**src/rtl/spi_slave_if.sv**
```systemverilog
// Signal bundle for the SPI mode-0 slave: serial pins plus the byte-level tx/rx handshake.
// The slave modport is the DUT side; the master modport is the bus/consumer side.
interface spi_slave_if #(
   parameter int unsigned DATA_W = 8,
   parameter int unsigned FCNT_W = 3
);
   logic              SCLK;
   logic              CS;
   logic              MOSI;
   logic              MISO;
   logic [DATA_W-1:0] tx_data_i;
   logic              tx_load_o;
   logic [DATA_W-1:0] rx_data_o;
   logic              rx_valid_o;
   logic              rx_ack_i;
   logic [FCNT_W-1:0] frame_cnt_o;
   logic              ovr_o;

   modport slave (
      input  SCLK, CS, MOSI, tx_data_i, rx_ack_i,
      output MISO, tx_load_o, rx_data_o, rx_valid_o, frame_cnt_o, ovr_o
   );

   modport master (
      output SCLK, CS, MOSI, tx_data_i, rx_ack_i,
      input  MISO, tx_load_o, rx_data_o, rx_valid_o, frame_cnt_o, ovr_o
   );
endinterface

```
**src/rtl/spi_slave.sv**
```systemverilog
// SPI mode-0 slave, oversampled in the clk domain, back-to-back frames under one CS.
// Define SPI_SLAVE_OVR_EN to drop bytes that arrive while rx_valid_o is pending and flag ovr_o.
module spi_slave #(
   parameter int unsigned DATA_W      = 8,
   parameter int unsigned SYNC_STAGES = 2,
   parameter int unsigned FCNT_W      = 3
) (
   input logic        clk,
   input logic        rst,
   spi_slave_if.slave bus
);
   localparam int unsigned CNT_W = $clog2(DATA_W + 1);

   typedef enum logic [1:0] {StIdle, StLoad, StShift, StDone} state_e;

   state_e                 state_q, state_d;
   logic [SYNC_STAGES-1:0] sclk_sync_q, cs_sync_q, mosi_sync_q;
   logic                   sclk_prev_q, cs_prev_q;
   logic                   sclk_s, cs_s, mosi_s;
   logic                   sclk_rise, sclk_fall, cs_fall;
   logic [DATA_W-1:0]      shift_tx_q, shift_tx_d;
   logic [DATA_W-1:0]      shift_rx_q, shift_rx_d;
   logic [DATA_W-1:0]      rx_data_q, rx_data_d;
   logic [CNT_W-1:0]       bit_cnt_q, bit_cnt_d;
   logic                   miso_q, miso_d;
   logic                   rx_valid_q, rx_valid_d;
   logic                   tx_load;
   logic [FCNT_W-1:0]      frame_cnt_q, frame_cnt_d;
`ifdef SPI_SLAVE_OVR_EN
   logic                   ovr_q, ovr_d;
`endif

   assign sclk_s    = sclk_sync_q[SYNC_STAGES-1];
   assign cs_s      = cs_sync_q[SYNC_STAGES-1];
   assign mosi_s    = mosi_sync_q[SYNC_STAGES-1];
   assign sclk_rise = sclk_s & ~sclk_prev_q;
   assign sclk_fall = ~sclk_s & sclk_prev_q;
   assign cs_fall   = ~cs_s & cs_prev_q;

   always_ff @(posedge clk) begin
      if (rst) begin
         // CS chain resets high so leaving reset never looks like a select
         sclk_sync_q <= '0;
         cs_sync_q   <= '1;
         mosi_sync_q <= '0;
         sclk_prev_q <= 1'b0;
         cs_prev_q   <= 1'b1;
         state_q     <= StIdle;
         shift_tx_q  <= '0;
         shift_rx_q  <= '0;
         rx_data_q   <= '0;
         bit_cnt_q   <= '0;
         miso_q      <= 1'b0;
         rx_valid_q  <= 1'b0;
         frame_cnt_q <= '0;
`ifdef SPI_SLAVE_OVR_EN
         ovr_q       <= 1'b0;
`endif
      end else begin
         sclk_sync_q <= {sclk_sync_q[SYNC_STAGES-2:0], bus.SCLK};
         cs_sync_q   <= {cs_sync_q[SYNC_STAGES-2:0], bus.CS};
         mosi_sync_q <= {mosi_sync_q[SYNC_STAGES-2:0], bus.MOSI};
         sclk_prev_q <= sclk_s;
         cs_prev_q   <= cs_s;
         state_q     <= state_d;
         shift_tx_q  <= shift_tx_d;
         shift_rx_q  <= shift_rx_d;
         rx_data_q   <= rx_data_d;
         bit_cnt_q   <= bit_cnt_d;
         miso_q      <= miso_d;
         rx_valid_q  <= rx_valid_d;
         frame_cnt_q <= frame_cnt_d;
`ifdef SPI_SLAVE_OVR_EN
         ovr_q       <= ovr_d;
`endif
      end
   end

   always_comb begin
      state_d     = state_q;
      shift_tx_d  = shift_tx_q;
      shift_rx_d  = shift_rx_q;
      rx_data_d   = rx_data_q;
      bit_cnt_d   = bit_cnt_q;
      miso_d      = miso_q;
      rx_valid_d  = rx_valid_q;
      frame_cnt_d = frame_cnt_q;
      tx_load     = 1'b0;
`ifdef SPI_SLAVE_OVR_EN
      ovr_d       = ovr_q;
`endif
      if (rx_valid_q && bus.rx_ack_i) rx_valid_d = 1'b0;

      unique case (state_q)
         StIdle: begin
            miso_d = 1'b0;
            if (cs_fall) begin
               frame_cnt_d = '0;
               state_d     = StLoad;
            end
         end
         StLoad: begin
            if (cs_s) begin
               miso_d  = 1'b0;
               state_d = StIdle;
            end else begin
               shift_tx_d = bus.tx_data_i;
               miso_d     = bus.tx_data_i[DATA_W-1];
               tx_load    = 1'b1;
               bit_cnt_d  = '0;
               state_d    = StShift;
            end
         end
         StShift: begin
            if (cs_s) begin
               miso_d  = 1'b0;
               state_d = StIdle;
            end else if (sclk_rise) begin
               shift_rx_d = {shift_rx_q[DATA_W-2:0], mosi_s};
               bit_cnt_d  = bit_cnt_q + CNT_W'(1);
               if (bit_cnt_d == CNT_W'(DATA_W)) state_d = StDone;
            end else if (sclk_fall && bit_cnt_q != '0 && bit_cnt_q < CNT_W'(DATA_W)) begin
               // bit_cnt==0 filters the trailing fall of the previous frame's last bit
               miso_d     = shift_tx_q[DATA_W-2];
               shift_tx_d = {shift_tx_q[DATA_W-2:0], 1'b0};
            end
         end
         StDone: begin
            rx_valid_d  = 1'b1;
            frame_cnt_d = frame_cnt_q + FCNT_W'(1);
`ifdef SPI_SLAVE_OVR_EN
            if (rx_valid_q && !bus.rx_ack_i) ovr_d = 1'b1;
            else rx_data_d = shift_rx_q;
`else
            rx_data_d = shift_rx_q;
`endif
            if (cs_s) begin
               miso_d  = 1'b0;
               state_d = StIdle;
            end else begin
               state_d = StLoad;
            end
         end
         default: state_d = StIdle;
      endcase
   end

   assign bus.MISO        = miso_q;
   assign bus.tx_load_o   = tx_load;
   assign bus.rx_data_o   = rx_data_q;
   assign bus.rx_valid_o  = rx_valid_q;
   assign bus.frame_cnt_o = frame_cnt_q;
`ifdef SPI_SLAVE_OVR_EN
   assign bus.ovr_o       = ovr_q;
`else
   assign bus.ovr_o       = 1'b0;
`endif
endmodule

```
**src/flat_wrapper.sv**
```systemverilog
// flat-port wrapper written by rule: the top's interface ports become plain ports
module spi_slave_flat 
#(
   parameter int unsigned DATA_W      = 8,
   parameter int unsigned SYNC_STAGES = 2,
   parameter int unsigned FCNT_W      = 3
)
  (clk, rst, bus_SCLK, bus_CS, bus_MOSI, bus_tx_data_i, bus_rx_ack_i, bus_MISO, bus_tx_load_o, bus_rx_data_o, bus_rx_valid_o, bus_frame_cnt_o, bus_ovr_o);
  spi_slave_if #(.DATA_W(DATA_W), .FCNT_W(FCNT_W)) bus_i ();
  input logic clk;
  input logic rst;
  input wire logic [$bits(bus_i.SCLK)-1:0] bus_SCLK;
  input wire logic [$bits(bus_i.CS)-1:0] bus_CS;
  input wire logic [$bits(bus_i.MOSI)-1:0] bus_MOSI;
  input wire logic [$bits(bus_i.tx_data_i)-1:0] bus_tx_data_i;
  input wire logic [$bits(bus_i.rx_ack_i)-1:0] bus_rx_ack_i;
  output wire logic [$bits(bus_i.MISO)-1:0] bus_MISO;
  output wire logic [$bits(bus_i.tx_load_o)-1:0] bus_tx_load_o;
  output wire logic [$bits(bus_i.rx_data_o)-1:0] bus_rx_data_o;
  output wire logic [$bits(bus_i.rx_valid_o)-1:0] bus_rx_valid_o;
  output wire logic [$bits(bus_i.frame_cnt_o)-1:0] bus_frame_cnt_o;
  output wire logic [$bits(bus_i.ovr_o)-1:0] bus_ovr_o;
  assign bus_i.SCLK = bus_SCLK;
  assign bus_i.CS = bus_CS;
  assign bus_i.MOSI = bus_MOSI;
  assign bus_i.tx_data_i = bus_tx_data_i;
  assign bus_i.rx_ack_i = bus_rx_ack_i;
  assign bus_MISO = bus_i.MISO;
  assign bus_tx_load_o = bus_i.tx_load_o;
  assign bus_rx_data_o = bus_i.rx_data_o;
  assign bus_rx_valid_o = bus_i.rx_valid_o;
  assign bus_frame_cnt_o = bus_i.frame_cnt_o;
  assign bus_ovr_o = bus_i.ovr_o;
  spi_slave #(.DATA_W(DATA_W), .SYNC_STAGES(SYNC_STAGES), .FCNT_W(FCNT_W)) u_core (.clk(clk), .rst(rst), .bus(bus_i));
endmodule
```
**config.mk**
```make
export PLATFORM = sky130hd
export DESIGN_NAME = spi_slave_flat
export DESIGN_NICKNAME = d
export VERILOG_FILES = /design/src/rtl/spi_slave_if.sv /design/src/rtl/spi_slave.sv /design/src/flat_wrapper.sv
export SDC_FILE = /design/constraint.sdc
export NUM_CORES = 1
export LEC_CHECK = 0
export CORE_ASPECT_RATIO = 0.6
export CORE_MARGIN = 2
export CORE_UTILIZATION = 56
export DETAILED_ROUTE_END_ITERATION = 10
export GPL_TIMING_DRIVEN = 0
export PLACE_DENSITY = 0.79
export REMOVE_ABC_BUFFERS = 1
export SYNTH_ARGS = -nofsm -noshare
export SYNTH_HDL_FRONTEND = slang
export SYNTH_SLANG_ARGS = --single-unit
```
**constraint.sdc**
```tcl
create_clock -name clk -period 5 [get_ports clk]
set_input_delay 1 -clock clk [delete_from_list [all_inputs] [get_ports clk]]
set_output_delay 1 -clock clk [all_outputs]
set_load 0.005 [all_outputs]
```
* Word-level counts from Yosys, hierarchy flattened *
Cells that the tools add are included.

storage, ports and cells
  register bits after elaboration = 42
  bits in latches = 0
  memory bits (writable) = 0
  memory bits (read-only) = 0
  word-level logic and storage cells = 79
  memories kept = 0

operators by class
  $add $sub $neg = 2
  multipliers = 0
  divide/modulo/power cells = 0
  $lt $le $gt $ge = 1
  equal/unequal tests = 15
  shift-type cells = 0
  muxes and demuxes = 28
  bitwise logic cells = 6
  reduce and logical (&&, ||, !) cells = 14

operators with widths
  operator                                        number
  2-to-1 mux 7 bit                                4
  case mux 7 bit (2 select lines)                 1
  2-to-1 mux 4 bit                                3
  2-to-1 mux 1 bit                                10
  2-to-1 mux 2 bit                                5
  != test 3 x 1 -> 1 bit (second input constant)  3
  AND reduction 3 bit                             3
  != test 2 x 1 -> 1 bit (second input constant)  4
  case mux 2 bit (4 select lines)                 1
  case mux 4 bit (2 select lines)                 1
  != test 2 bit (second input constant)           3
  case mux 3 bit (2 select lines)                 1
  nonzero test 2 bit                              3
  AND reduction 5 bit                             1
  adder 4 x 1 -> 4 bit (second input constant)    1
  == test 2 bit (second input constant)           2
  == test 4 bit (second input constant)           1
  < comparator 4 bit (second input constant)      1
  case mux 1 bit (4 select lines)                 1
  AND reduction 4 bit                             1
  nonzero test 4 bit                              1
  adder 3 x 1 -> 3 bit (second input constant)    1
  bitwise AND 1 bit                               3
  logical AND 1 bit                               3
  other kinds (6)                                 8

* Longest topological paths before layout *
  depth after elaboration = 8
  mapped depth = 8
  depth with buffers taken out = 6

* Worst setup path after synthesis *
OpenSTA, ideal clock, no wires.

  path kind = register to output
  start = register u_core.state_q[1]
  end = output port bus_tx_load_o
  data arrival time = 0.814 ns
  path slack = 3.186 ns
  stages on the path, launching flop included = 4
  cell sequence = dfxtp_1 > inv_1 > ha_1 > nor2b_1

on the way
  word-level cells in the longest chain between the ends = 2

ends and longest elaborated chain
  item                    line                source
  from (decl)             spi_slave.sv:16     state_e state_q, state_d;
  from (signal assigned)  spi_slave.sv:48     state_q <= StIdle;
  from (signal assigned)  spi_slave.sv:65     state_q <= state_d;
  == test 2 x 1 -> 1 bit  spi_slave.sv:94     unique case (state_q)
  2-to-1 mux 1 bit        spi_slave.sv:94
  to (decl)               flat_wrapper.sv:18  output wire logic [$bits(bus_i.tx_load_o)-1:0] bus_tx_load_o;

Every way passes these cells.

* Worst setup path after layout *
Ends and elaborated chain as after synthesis.

==> summary.md <==
| Metric | Value |
|---|---|
| Post-synthesis mux area share | 10.5% |
| Commonest non-fill, non-tap cell in the layout | dfxtp_1 |
| Pin count of the biggest net entering global routing | 42 |
| Slowest CP cell | clkdlybuf4s50_1 |
| Final min period | 2640 ps |
| Number of DRC markers in iteration 0 | 37 |
| Sequential area share after synthesis | 45.8% |
| Cells after DPL | 261 |
| Number of synthesized flops with an enable pin | 0 |
| Worst-path clk slew | 80 ps |
| Vias | 1399 |
| Arr. time, crit path | 1640 ps |
| Nature of the critical path endpoint | primary output |
| DRC Markers | 0 |
| Antenna violations before repair | 0 |
| Drt wl/cell | 12.4 µm |
| CTS tree | yes |
| IO Port Bufs | 27 |
| DPL Wire Length | 2420 µm |
| Crit path to | bus_tx_load_o |
| Worst reg-to-reg setup slack | 2860 ps |
| DR WL met2 | 1540 µm |
| R2R depth | 6 |
| Ys flop type | dfxtp_1 |
| Commonest non-fill, non-tap cells in the layout | 42 x dfxtp_1, 26 x clkdlybuf4s50_1, 20 x nand2_1, 20 x a21oi_1 |
| Period utilization | 52.9% |
| Reg-to-Reg Start | u_core.state_q[0] |
| RSZ-0062 raised after global routing | false |
| Worst setup margin | ~2400 ps |
| CP required | 4000 ps |
| Total GRT Usage | 19.2% |
| Antenna Cells | 0 |
| Area grow syn2layout | 19.8% |
| Cell family with most CP delay | buffers and inverters |
| Area of placed instances | between 2000 and 2500 µm² |
| Antenna viol nets, final | 0 |
| Fraction of layout cells with a size suffix above 1 | 9.38% |
| Post-synth ARST share | 0% |
| Clock Sinks | 42 |
| Vias/cell | roughly 5.2 |
| Max Used Layer | met4 |
| Worst-Margin Slew | 685 ps |
| Critical path class | flop to primary output |
| Overall Power | 692 µW |
| Syn_area_per_cell | 9.22 µm² |
| MaxCap Viol Count | 0 |
| Ys Warns | 0 |
| Design Area, Final | 2200 µm² |
| Final wirelength | 3340 µm |
| Max stage delay on crit path | about 450 ps |
| Clk root buf | clkbuf_8 |
| DRT met1 WL | 1610 µm |
| Mapped Cells | 199 |
| Die W | 77.9 µm |
| Synth Area in XOR/XNOR | 1.43% |
| Slew HR | 54.3% |
| Worst clock skew | 5.13 ps |
| Startpoint Class | flop |
| Die H | 48.3 µm |
| Final-report hold violation count | 0 |
| Worst-Skew Late Latency | 280 ps |
| Critical R2R Capture | u_core.state_q[0] |
| Hold Crit Class | flop to flop |
| Met3 WL | around 160 µm |
| Initial core utilization | 57.6% |
| 1st-pass router iterations | 4 |
| Num CTS Buffers | 5 |
| GRT Residual Overflow | 0 |
| Setup TNS | 0 ps |
| Synth Area in Adders | 4.77% |
| Distinct cells, synth | 37 |
| Vias in the first global route | roughly 1400 |
| Final core area utilization | 69.0% |
| Worst Path Max Fanout | 6 |
| Compound-Gate Fraction of Synth Area | 12.8% |
| Number of setup violations in the final report | 0 |
| Status | finished, final reports clean |
| Static Leak | roughly 0.77 nW |
| Fin cells | 269 |
| Worst hold slack | 415 ps |
| Die area | 3760 µm² |
| Largest family of logic cells by synthesized area | simple AND/OR/NAND/NOR gates |
| Final #Nets | 244 |
| Num ports | 29 |
| FMAX | between 300 and 400 MHz |
| Post-CTS Resized | 0 |
| Worst Setup SP | u_core.state_q[1] |
| Maximum vdd drop | 180 µV |
| # rows | 16 |
| Fin. max-slew vios | 0 |
| CTS H-Tree Depth | 2 |
| Core area | 3180 µm² |
| Max Root-Sink Buffers | 2 |
| Number of stages on the worst setup path | 4 |
| Placer Congestion | slightly above 0.8 |
| Setup bufs post-CTS | 0 |
| Cell area after synthesis | 1830 µm² |
| Seq cells post-synth | 42 |
| First-pass GRT wire length | a little under 6000 µm |
| Worst path cell trace | inv_1, ha_1, nor2b_1, clkdlybuf4s50_1 |
| Simple-gate area share of the yosys netlist | 19.3% |
| Hold_buf cts | 0 |
| DP Worst Slack | 1640 ps |
| CP Buf/Inv Count | 2 |
| Power per cell area | 315 nW/µm² |
worst min path at each step:
stage | slack [ps] | endpoint | cells past startpoint | startpoint
2_1_floorplan | 390 | u_core.cs_sync_q[1] | 1 | u_core.cs_sync_q[0]
3_3_place_gp | 390 | u_core.cs_sync_q[1] | 1 | u_core.cs_sync_q[0]
3_5_place_dp | 400 | u_core.cs_sync_q[1] | 1 | u_core.cs_sync_q[0]
4_1_cts | 420 | u_core.cs_sync_q[1] | 1 | u_core.cs_sync_q[0]
5_1_grt | 430 | u_core.cs_sync_q[1] | 1 | u_core.cs_sync_q[0]
6_report | 420 | u_core.cs_sync_q[1] | 1 | u_core.cs_sync_q[0]
layer usage:
layer,global-route usage [%],vias up
li1,-,715
met1,24.4,642
met2,33.2,36
met3,5.22,6
met4,3.87,0
met5,0,-
area by class of cell:
cell class,instances,area [µm²]
clock buffer,6,72.6
clock inverter,2,37.5
fill,237,986
inverter,7,26.3
multi-input combinational,140,898
sequential,42,841
tap,45,56.3
timing repair buffer,27,265
cell usage after synthesis, drive strengths merged (2+ instances only):
master / n / share of area (%)
xnor2: 2 / 0.96
clkbuf: 3 / 0.61
or3: 7 / 2.6
nor2b: 9 / 3.1
or2: 4 / 1.4
nand2b: 6 / 2.0
a21oi: 20 / 5.5
mux2: 2 / 1.2
nor2: 17 / 3.5
dfxtp: 42 / 46
ha: 7 / 4.8
inv: 7 / 1.4
nand2: 21 / 4.4
nand3: 3 / 0.82
a211oi: 3 / 1.2
mux2i: 17 / 9.3
o21ai: 10 / 2.9
buf: 7 / 3.1
sequential cells by signal (all words and copies together), names as in the netlist:
register	cells
u_core.bus.frame_cnt_o	3
u_core.bit_cnt_q	4
u_core.cs_sync_q	2
u_core.bus.rx_valid_o	1
u_core.shift_rx_q	8
u_core.sclk_prev_q	1
u_core.cs_prev_q	1
u_core.sclk_sync_q	2
u_core.mosi_sync_q	2
u_core.shift_tx_q	7
u_core.state_q	2
u_core.bus.rx_data_o	8
u_core.bus.MISO	1
logic make-up after synthesis:
| kind of cell | Yosys count |
|---|---|
| adders and majority gates | 7 |
| other | 1 |
| xor gates and xnor gates | 3 |
| DFF | 42 |
| AOI/OAI and AO/OA | 39 |
| muxes | 19 |
| and+or+nand+nor | 71 |
| buffers and inverters | 17 |
where the power goes:
part           leakage [nW]  switching (mW)  internal (mW)
sequential            0.341         0.00707          0.347
clock                0.0514           0.108          0.149
combinational         0.382          0.0443         0.0370
Note: power is estimated with default switching activity, not from simulation.
